`config.mk`:
```
export PLATFORM = sky130hd
export DESIGN_NAME = fp_issue_ctrl_flat
export DESIGN_NICKNAME = d
export VERILOG_FILES = /design/src/rtl/fp_issue_ctrl_if.sv /design/src/rtl/fp_issue_ctrl.sv /design/src/flat_wrapper.sv
export SDC_FILE = /design/constraint.sdc
export NUM_CORES = 1
export LEC_CHECK = 0
export ABC_AREA = 1
export CAP_MARGIN = 10
export CELL_PAD_IN_SITES_DETAIL_PLACEMENT = 1
export CELL_PAD_IN_SITES_GLOBAL_PLACEMENT = 2
export CORE_MARGIN = 1
export CORE_UTILIZATION = 22
export CTS_BUF_LIST = sky130_fd_sc_hd__clkbuf_16
export CTS_CLUSTER_SIZE = 16
export DETAILED_ROUTE_END_ITERATION = 8
export HOLD_SLACK_MARGIN = 0.05
export PLACE_DENSITY_LB_ADDON = 0.1
export SYNTH_ARGS = -nofsm -noshare
export SYNTH_HDL_FRONTEND = slang
export SYNTH_SLANG_ARGS = --single-unit
export TNS_END_PERCENT = 50
```
`constraint.sdc`:
```
create_clock -name clk -period 3.1 [get_ports clk]
set_input_delay 0.775 -clock clk [delete_from_list [all_inputs] [get_ports clk]]
set_output_delay 0.775 -clock clk [all_outputs]
set_load 0.01 [all_outputs]
```
`src/rtl/fp_issue_ctrl_if.sv`:
```
// Issue-stage <-> FPU handshake bundle.
//   master : the issue stage (drives request payload and out_ready)
//   slave  : the FPU top (drives in_ready, result valid, result, status)
// Request : in_valid/in_ready, operands (slot k at [k*FLEN +: FLEN]),
//           rnd_mode, op, op_mod, src_fmt, dst_fmt
// Response: out_valid/out_ready, result, status {NV,DZ,OF,UF,NX}
interface fp_issue_ctrl_if #(
    parameter int FLEN = 32
);
    logic                in_valid;
    logic                in_ready;
    logic [3*FLEN-1:0]   operands;
    logic [2:0]          rnd_mode;
    logic [3:0]          op;
    logic                op_mod;
    logic [2:0]          src_fmt;
    logic [2:0]          dst_fmt;
    logic                out_valid;
    logic                out_ready;
    logic [FLEN-1:0]     result;
    logic [4:0]          status;

    modport master (
        output in_valid, operands, rnd_mode, op, op_mod, src_fmt, dst_fmt, out_ready,
        input  in_ready, out_valid, result, status
    );

    modport slave (
        input  in_valid, operands, rnd_mode, op, op_mod, src_fmt, dst_fmt, out_ready,
        output in_ready, out_valid, result, status
    );
endinterface

```
`src/rtl/fp_issue_ctrl.sv`:
```
// Single-outstanding FP issue/writeback stage between the FP decoder and
// the FPU. Captures one decoded instruction and its operands, resolves the
// rounding mode, issues to the FPU, retires the result to the FP or integer
// register file and accumulates sticky fflags.
//
// Ports:
//   clk, rst            clock, synchronous active-high reset
//   flush               kill the in-flight instruction
//   dec_*, illegal_insn, fp_*      decoded instruction from the decoder
//   fp_rf_raddr_a/b/c   rs1/rs2/rs3, passed through on rf_raddr_a/b/c
//   rf_rdata_a/b/c      asynchronous FP register file read data
//   fpu                 FPU request/response bundle (master side)
//   fp_we/waddr/wdata   FP register file write port
//   int_we/waddr/wdata  integer register file write port (low result bits)
//   fflags, fflags_clr  sticky exception flags and their clear
//   illegal             one-cycle pulse after a rejected instruction
//
// Build option: define FP_ISSUE_OVERLAP_EN to accept a new instruction in
// the writeback cycle, with rd->rs forwarding from the FP write port.
//
// state | meaning
// IDLE  | waiting for a decoded instruction
// ISSUE | request presented to the FPU, waiting for in_ready
// WAIT  | request taken, waiting for the FPU result
// WB    | one-cycle register file writeback and fflags update
module fp_issue_ctrl #(
    parameter int FLEN         = 32,
    parameter int INT_WB_WIDTH = 32
) (
    input  logic                    clk,
    input  logic                    rst,
    input  logic                    flush,
    input  logic                    dec_valid,
    output logic                    dec_ready,
    input  logic                    illegal_insn,
    input  logic [2:0]              fp_rounding_mode,
    input  logic                    fp_rm_dynamic,
    input  logic [2:0]              frm,
    input  logic [3:0]              fp_alu_operator,
    input  logic                    fp_alu_op_mod,
    input  logic [2:0]              fp_src_fmt,
    input  logic [2:0]              fp_dst_fmt,
    input  logic [4:0]              fp_rf_raddr_a,
    input  logic [4:0]              fp_rf_raddr_b,
    input  logic [4:0]              fp_rf_raddr_c,
    input  logic [4:0]              fp_rf_waddr,
    output logic [4:0]              rf_raddr_a,
    output logic [4:0]              rf_raddr_b,
    output logic [4:0]              rf_raddr_c,
    input  logic [FLEN-1:0]         rf_rdata_a,
    input  logic [FLEN-1:0]         rf_rdata_b,
    input  logic [FLEN-1:0]         rf_rdata_c,
    fp_issue_ctrl_if.master         fpu,
    output logic                    fp_we,
    output logic [4:0]              fp_waddr,
    output logic [FLEN-1:0]         fp_wdata,
    output logic                    int_we,
    output logic [4:0]              int_waddr,
    output logic [INT_WB_WIDTH-1:0] int_wdata,
    output logic [4:0]              fflags,
    input  logic                    fflags_clr,
    output logic                    illegal
);

    localparam logic [1:0] S_IDLE  = 2'd0;
    localparam logic [1:0] S_ISSUE = 2'd1;
    localparam logic [1:0] S_WAIT  = 2'd2;
    localparam logic [1:0] S_WB    = 2'd3;

    // fpnew operation_e encodings that matter here
    localparam logic [3:0] OP_ADD      = 4'd2;
    localparam logic [3:0] OP_CMP      = 4'd8;
    localparam logic [3:0] OP_CLASSIFY = 4'd9;
    localparam logic [3:0] OP_F2I      = 4'd11;

    logic [1:0]         state;
    logic [3:0]         op_q;
    logic               mod_q;
    logic [2:0]         src_fmt_q;
    logic [2:0]         dst_fmt_q;
    logic [2:0]         rm_q;
    logic [4:0]         rd_q;
    logic [3*FLEN-1:0]  operands_q;
    logic               killed_q;
    logic [FLEN-1:0]    result_q;
    logic [4:0]         status_q;
    logic [4:0]         fflags_q;
    logic               illegal_q;

    logic [2:0]         rm_eff;
    logic               rm_bad;
    logic               accept;
    logic               reject;
    logic               capture;
    logic               is_int_op;
    logic               wb_live;
    logic [FLEN-1:0]    src_a;
    logic [FLEN-1:0]    src_b;
    logic [FLEN-1:0]    src_c;

    assign rf_raddr_a = fp_rf_raddr_a;
    assign rf_raddr_b = fp_rf_raddr_b;
    assign rf_raddr_c = fp_rf_raddr_c;

    assign rm_eff = fp_rm_dynamic ? frm : fp_rounding_mode;
    // 101/110 are reserved and 111 (DYN) is never a legal resolved mode
    assign rm_bad = (rm_eff >= 3'd5);

`ifdef FP_ISSUE_OVERLAP_EN
    assign dec_ready = ~flush & ((state == S_IDLE) | (state == S_WB));
`else
    assign dec_ready = ~flush & (state == S_IDLE);
`endif

    assign accept  = dec_valid & dec_ready;
    assign reject  = accept & (illegal_insn | rm_bad);
    assign capture = accept & ~reject;

    assign is_int_op = (op_q == OP_CMP) | (op_q == OP_CLASSIFY) | (op_q == OP_F2I);
    assign wb_live   = (state == S_WB) & ~killed_q;

    assign fp_we     = wb_live & ~is_int_op;
    assign fp_waddr  = rd_q;
    assign fp_wdata  = result_q;
    assign int_we    = wb_live & is_int_op;
    assign int_waddr = rd_q;
    assign int_wdata = result_q[INT_WB_WIDTH-1:0];

`ifdef FP_ISSUE_OVERLAP_EN
    // An instruction accepted during WB must see the value being written now,
    // since the register file only updates at the end of this cycle.
    always_comb begin
        src_a = rf_rdata_a;
        src_b = rf_rdata_b;
        src_c = rf_rdata_c;
        if (fp_we && (fp_waddr == fp_rf_raddr_a)) src_a = fp_wdata;
        if (fp_we && (fp_waddr == fp_rf_raddr_b)) src_b = fp_wdata;
        if (fp_we && (fp_waddr == fp_rf_raddr_c)) src_c = fp_wdata;
    end
`else
    assign src_a = rf_rdata_a;
    assign src_b = rf_rdata_b;
    assign src_c = rf_rdata_c;
`endif

    assign fpu.in_valid  = (state == S_ISSUE);
    assign fpu.operands  = operands_q;
    assign fpu.rnd_mode  = rm_q;
    assign fpu.op        = op_q;
    assign fpu.op_mod    = mod_q;
    assign fpu.src_fmt   = src_fmt_q;
    assign fpu.dst_fmt   = dst_fmt_q;
    assign fpu.out_ready = (state == S_WAIT);

    assign fflags  = fflags_q;
    assign illegal = illegal_q;

    always_ff @(posedge clk) begin
        if (rst) begin
            state      <= S_IDLE;
            op_q       <= '0;
            mod_q      <= 1'b0;
            src_fmt_q  <= '0;
            dst_fmt_q  <= '0;
            rm_q       <= '0;
            rd_q       <= '0;
            operands_q <= '0;
            killed_q   <= 1'b0;
            result_q   <= '0;
            status_q   <= '0;
            fflags_q   <= '0;
            illegal_q  <= 1'b0;
        end else begin
            illegal_q <= reject;
            // a clear in the WB cycle must not lose that instruction's flags
            fflags_q  <= (fflags_clr ? 5'd0 : fflags_q) | (wb_live ? status_q : 5'd0);

            if (capture) begin
                op_q      <= fp_alu_operator;
                mod_q     <= fp_alu_op_mod;
                src_fmt_q <= fp_src_fmt;
                dst_fmt_q <= fp_dst_fmt;
                rm_q      <= rm_eff;
                rd_q      <= fp_rf_waddr;
                // fpnew ADD reads its addends from slots 1 and 2
                if (fp_alu_operator == OP_ADD)
                    operands_q <= {src_b, src_a, {FLEN{1'b0}}};
                else
                    operands_q <= {src_c, src_b, src_a};
            end

            case (state)
                S_IDLE: begin
                    if (capture) state <= S_ISSUE;
                end
                S_ISSUE: begin
                    if (fpu.in_ready) begin
                        state    <= S_WAIT;
                        killed_q <= flush;
                    end else if (flush) begin
                        state <= S_IDLE;
                    end
                end
                S_WAIT: begin
                    if (flush) killed_q <= 1'b1;
                    if (fpu.out_valid) begin
                        result_q <= fpu.result;
                        status_q <= fpu.status;
                        state    <= S_WB;
                    end
                end
                S_WB: begin
                    killed_q <= 1'b0;
                    state    <= capture ? S_ISSUE : S_IDLE;
                end
                default: state <= S_IDLE;
            endcase
        end
    end

endmodule

```
`src/flat_wrapper.sv`:
```
// flat-port wrapper written by rule: the top's interface ports become plain ports
module fp_issue_ctrl_flat 
#(
    parameter int FLEN         = 32,
    parameter int INT_WB_WIDTH = 32
)
  (clk, rst, flush, dec_valid, dec_ready, illegal_insn, fp_rounding_mode, fp_rm_dynamic, frm, fp_alu_operator, fp_alu_op_mod, fp_src_fmt, fp_dst_fmt, fp_rf_raddr_a, fp_rf_raddr_b, fp_rf_raddr_c, fp_rf_waddr, rf_raddr_a, rf_raddr_b, rf_raddr_c, rf_rdata_a, rf_rdata_b, rf_rdata_c, fp_we, fp_waddr, fp_wdata, int_we, int_waddr, int_wdata, fflags, fflags_clr, illegal, fpu_in_valid, fpu_operands, fpu_rnd_mode, fpu_op, fpu_op_mod, fpu_src_fmt, fpu_dst_fmt, fpu_out_ready, fpu_in_ready, fpu_out_valid, fpu_result, fpu_status);
  fp_issue_ctrl_if #(.FLEN(FLEN)) fpu_i ();
  input  logic clk;
  input  logic rst;
  input  logic flush;
  input  logic dec_valid;
  output logic dec_ready;
  input  logic illegal_insn;
  input  logic [2:0] fp_rounding_mode;
  input  logic fp_rm_dynamic;
  input  logic [2:0] frm;
  input  logic [3:0] fp_alu_operator;
  input  logic fp_alu_op_mod;
  input  logic [2:0] fp_src_fmt;
  input  logic [2:0] fp_dst_fmt;
  input  logic [4:0] fp_rf_raddr_a;
  input  logic [4:0] fp_rf_raddr_b;
  input  logic [4:0] fp_rf_raddr_c;
  input  logic [4:0] fp_rf_waddr;
  output logic [4:0] rf_raddr_a;
  output logic [4:0] rf_raddr_b;
  output logic [4:0] rf_raddr_c;
  input  logic [FLEN-1:0] rf_rdata_a;
  input  logic [FLEN-1:0] rf_rdata_b;
  input  logic [FLEN-1:0] rf_rdata_c;
  output logic fp_we;
  output logic [4:0] fp_waddr;
  output logic [FLEN-1:0] fp_wdata;
  output logic int_we;
  output logic [4:0] int_waddr;
  output logic [INT_WB_WIDTH-1:0] int_wdata;
  output logic [4:0] fflags;
  input  logic fflags_clr;
  output logic illegal;
  output wire logic [$bits(fpu_i.in_valid)-1:0] fpu_in_valid;
  output wire logic [$bits(fpu_i.operands)-1:0] fpu_operands;
  output wire logic [$bits(fpu_i.rnd_mode)-1:0] fpu_rnd_mode;
  output wire logic [$bits(fpu_i.op)-1:0] fpu_op;
  output wire logic [$bits(fpu_i.op_mod)-1:0] fpu_op_mod;
  output wire logic [$bits(fpu_i.src_fmt)-1:0] fpu_src_fmt;
  output wire logic [$bits(fpu_i.dst_fmt)-1:0] fpu_dst_fmt;
  output wire logic [$bits(fpu_i.out_ready)-1:0] fpu_out_ready;
  input wire logic [$bits(fpu_i.in_ready)-1:0] fpu_in_ready;
  input wire logic [$bits(fpu_i.out_valid)-1:0] fpu_out_valid;
  input wire logic [$bits(fpu_i.result)-1:0] fpu_result;
  input wire logic [$bits(fpu_i.status)-1:0] fpu_status;
  assign fpu_in_valid = fpu_i.in_valid;
  assign fpu_operands = fpu_i.operands;
  assign fpu_rnd_mode = fpu_i.rnd_mode;
  assign fpu_op = fpu_i.op;
  assign fpu_op_mod = fpu_i.op_mod;
  assign fpu_src_fmt = fpu_i.src_fmt;
  assign fpu_dst_fmt = fpu_i.dst_fmt;
  assign fpu_out_ready = fpu_i.out_ready;
  assign fpu_i.in_ready = fpu_in_ready;
  assign fpu_i.out_valid = fpu_out_valid;
  assign fpu_i.result = fpu_result;
  assign fpu_i.status = fpu_status;
  fp_issue_ctrl #(.FLEN(FLEN), .INT_WB_WIDTH(INT_WB_WIDTH)) u_core (.clk(clk), .rst(rst), .flush(flush), .dec_valid(dec_valid), .dec_ready(dec_ready), .illegal_insn(illegal_insn), .fp_rounding_mode(fp_rounding_mode), .fp_rm_dynamic(fp_rm_dynamic), .frm(frm), .fp_alu_operator(fp_alu_operator), .fp_alu_op_mod(fp_alu_op_mod), .fp_src_fmt(fp_src_fmt), .fp_dst_fmt(fp_dst_fmt), .fp_rf_raddr_a(fp_rf_raddr_a), .fp_rf_raddr_b(fp_rf_raddr_b), .fp_rf_raddr_c(fp_rf_raddr_c), .fp_rf_waddr(fp_rf_waddr), .rf_raddr_a(rf_raddr_a), .rf_raddr_b(rf_raddr_b), .rf_raddr_c(rf_raddr_c), .rf_rdata_a(rf_rdata_a), .rf_rdata_b(rf_rdata_b), .rf_rdata_c(rf_rdata_c), .fpu(fpu_i), .fp_we(fp_we), .fp_waddr(fp_waddr), .fp_wdata(fp_wdata), .int_we(int_we), .int_waddr(int_waddr), .int_wdata(int_wdata), .fflags(fflags), .fflags_clr(fflags_clr), .illegal(illegal));
endmodule
```
==> impl_metrics.ini <==
[timing]
fin_setup_tns_ns = 0
max_slew_margin = 0.401
worst_clock_skew_ns = 0.00977
setup_viol = 0
period_share = 0.878
min_period_ns = 2.72
rsz0062_at_grt = false
fin_hold_ws_ns = 0.446
fin_ws_ns = 0.379
hold_viol = 0
worst_pin_slew_ns = 0.898
clock.fmax_mhz = 368
maxSlewViolCount = 0

[floorplanning]
core_um2 = 33600
num_io_pins = 389
die_x_um = 187
die_h_um = 187
rows = 67
initial_core_util = 0.224
die_area_um2 = 35000

[job]
cap_violations = 0

[synth]
synth.distinct_cells = 23
synthCells = 1072
synth_top_area_cell = dfxtp_1
syn_area_per_cell_um2 = 7.02
yosys-top-cells-area = dfxtp_1 43%, inv_1 12%, a21oi_1 10%
syn_area_um2 = 7530
yosysTopAreaCellShare = 0.428
syn_nets = 1251
synth_warnings = 0
seq_area_frac_synth = 0.428
synth_seq_cells = 161

[global_route]
track_usage = 0.157
grt_pass1_wl_mm = 42.4
grt_pass1_vias = 7281
grt_max_degree = 89
grt_overflow_total = 0
antenna_found_initial = 0

[setup_path]
worstPathArrival_ns = 1.95
cp_max_fo = 4
critical_path_required_ns = 2.32
r2r_end = u_core.fpu.operands[1]$_SDFFE_PP0P_
r2r_cells = 8
reg2reg_slack_ns = 1.23
cp-start-kind = input pin
crit_path_end_kind = output port
r2r_start = u_core.state[0]$_SDFFE_PP0P_
worstSetupPathType = in -> out

[clock_tree]
clk_latency_ns = 0.44
clockBufferDepth = 2
cts_tree = built
htreeDepth = 4
cts-hold-fix-buffers = 0
root_buffer = clkbuf_16
clkTransAtPathRegs_ns = 0.06
post_cts_resized = 0
cts.sinks = 161
post_cts_buffers = 0
cts_made_buffers = 17

[run_status]
status = complete, no violations

[routing]
vias = 7436
viasPerCell = 4.09
first_iter_violations = 260
routed_wl_mm = 27.5
dr.pass1.iters = 4
drc = 0
detail_route.wl_per_cell_um = 15.1
ant_nets = 0

[finish]
finalInstanceArea_um2 = 11800
drive_gt1_frac = 0.0651
fin_util = 0.352
nets = 1533
syn2layout_area_growth_pct = 57.3

[power]
power_density_nw_per_um2 = 484
irDropWorstVdd_uv = 379
power_leakage_uw = 0.00463

[place]
postPlaceCellArea_um2 = 11300
gp_congestion = 0.759
hpwl_mm = 20.3
place_ws_ns = 0.376
portBuffers = 358

[min_path]
hp-class = reg -> reg
min_delay_path_depth = 2
min_from = u_core.fpu.operands[49]$_SDFFE_PP0P_
hold-path-endpoint = u_core.fpu.operands[49]$_SDFFE_PP0P_
[critical path, cell delays in order]
cell	delay, ns
clkdlybuf4s50_1	0.49
nor2_1	0.14
clkdlybuf4s50_1	0.54
[cells by family (layout without fill, tap and decap cells)]
logic type,count (synthesis),count (layout),share of synthesized area
other,0,1,0
and+or+nand+nor,237,237,0.148
DFF,161,161,0.428
buffers and inverters,361,656,0.215
AOI/OAI and AO/OA,313,313,0.209
[per-stage QoR]
stage	total power [uW]	std cells
2_1_floorplan	2980	1072
3_3_place_gp	3680	1783
3_5_place_dp	3700	1783
4_1_cts	5870	1815
6_report	5730	1816
5_1_grt	6080	1815
[final cells by class]
cell class	instances	area (um2)
fillers	4075	21800
repair buffers	385	3880
flip-flops and latches	161	3220
multi-input cells	550	2700
inverters	239	897
well taps	448	561
clock buffers	17	425
clock inverters	15	148
diodes	1	2.50
[registers in the layout, summed over array words and instances (netlist names), named ones only]
name,flops
u_core.fpu.op_mod,1
u_core.fp_wdata,32
u_core.status_q,5
u_core.fpu.src_fmt,3
u_core.fp_waddr,5
u_core.state,1
u_core.killed_q,1
u_core.fpu.op,4
u_core.fpu.operands,96
u_core.illegal,1
u_core.fpu.dst_fmt,3
u_core.fflags,5
u_core.fpu.rnd_mode,3
[where the power goes]
part / leakage (uW) / internal, uW / total (uW) / switching [uW]
sequential: 0.00131 / 2220 / 2320 / 94.5
combinational: 0.00305 / 680 / 1310 / 628
clock: 0.000279 / 1180 / 2110 / 929
total: 0.00463 / 4080 / 5730 / 1650
[how the worst max path moves through the flow]
stage | from | endpoint | slack (ns) | depth (start not counted)
2_1_floorplan | fp_alu_operator[3] | u_core.fpu.operands[66]$_SDFFE_PP0P_ | 1.31 | 8
3_3_place_gp | fp_rm_dynamic | u_core.fpu.operands[46]$_SDFFE_PP0P_ | 0.37 | 10
3_5_place_dp | flush | dec_ready | 0.38 | 3
4_1_cts | u_core.state[0]$_SDFFE_PP0P_ | fp_we | 0.33 | 3
5_1_grt | u_core.state[0]$_SDFFE_PP0P_ | fp_we | 0.25 | 3
6_report | flush | dec_ready | 0.38 | 3
[Yosys cell counts]
| cell type | count |
|---|---|
| buf_6 | 4 |
| o22ai_1 | 5 |
| o22a_1 | 1 |
| nand2_2 | 1 |
| or2_0 | 2 |
| nand3_1 | 33 |
| o21ai_1 | 3 |
| nor3_2 | 25 |
| nand2_1 | 152 |
| inv_2 | 4 |
| nand3b_1 | 1 |
| a21oi_1 | 156 |
| inv_1 | 235 |
| o21ai_0 | 148 |
| nor3_1 | 8 |
| nand3_2 | 1 |
| buf_2 | 24 |
| buf_4 | 53 |
| nor2_1 | 14 |
| clkbuf_2 | 1 |
| buf_1 | 1 |
| clkbuf_1 | 39 |
| dfxtp_1 | 161 |
[layout by cell type, fill, tap and decap left out, types with 13 or more instances in the layout]
cell type        Yosys  layout
a21oi_1            156     156
clkbuf_16            0      17
nor2_1              14      13
nand2_1            152     152
buf_4               53      20
clkdlybuf4s50_1      0     357
nor3_2              25      25
o21ai_0            148     148
inv_1              235     237
nand3_1             33      33
dfxtp_1            161     161
[per-layer routing]
metal,GRT usage,vias up,share of wire
li1,-,3840,-
met1,0.196,3394,0.46
met2,0.251,189,0.46
met3,0.0614,13,0.076
met4,0.0397,0,0.0078
met5,0,-,0
(Power assumes the default switching activity.)
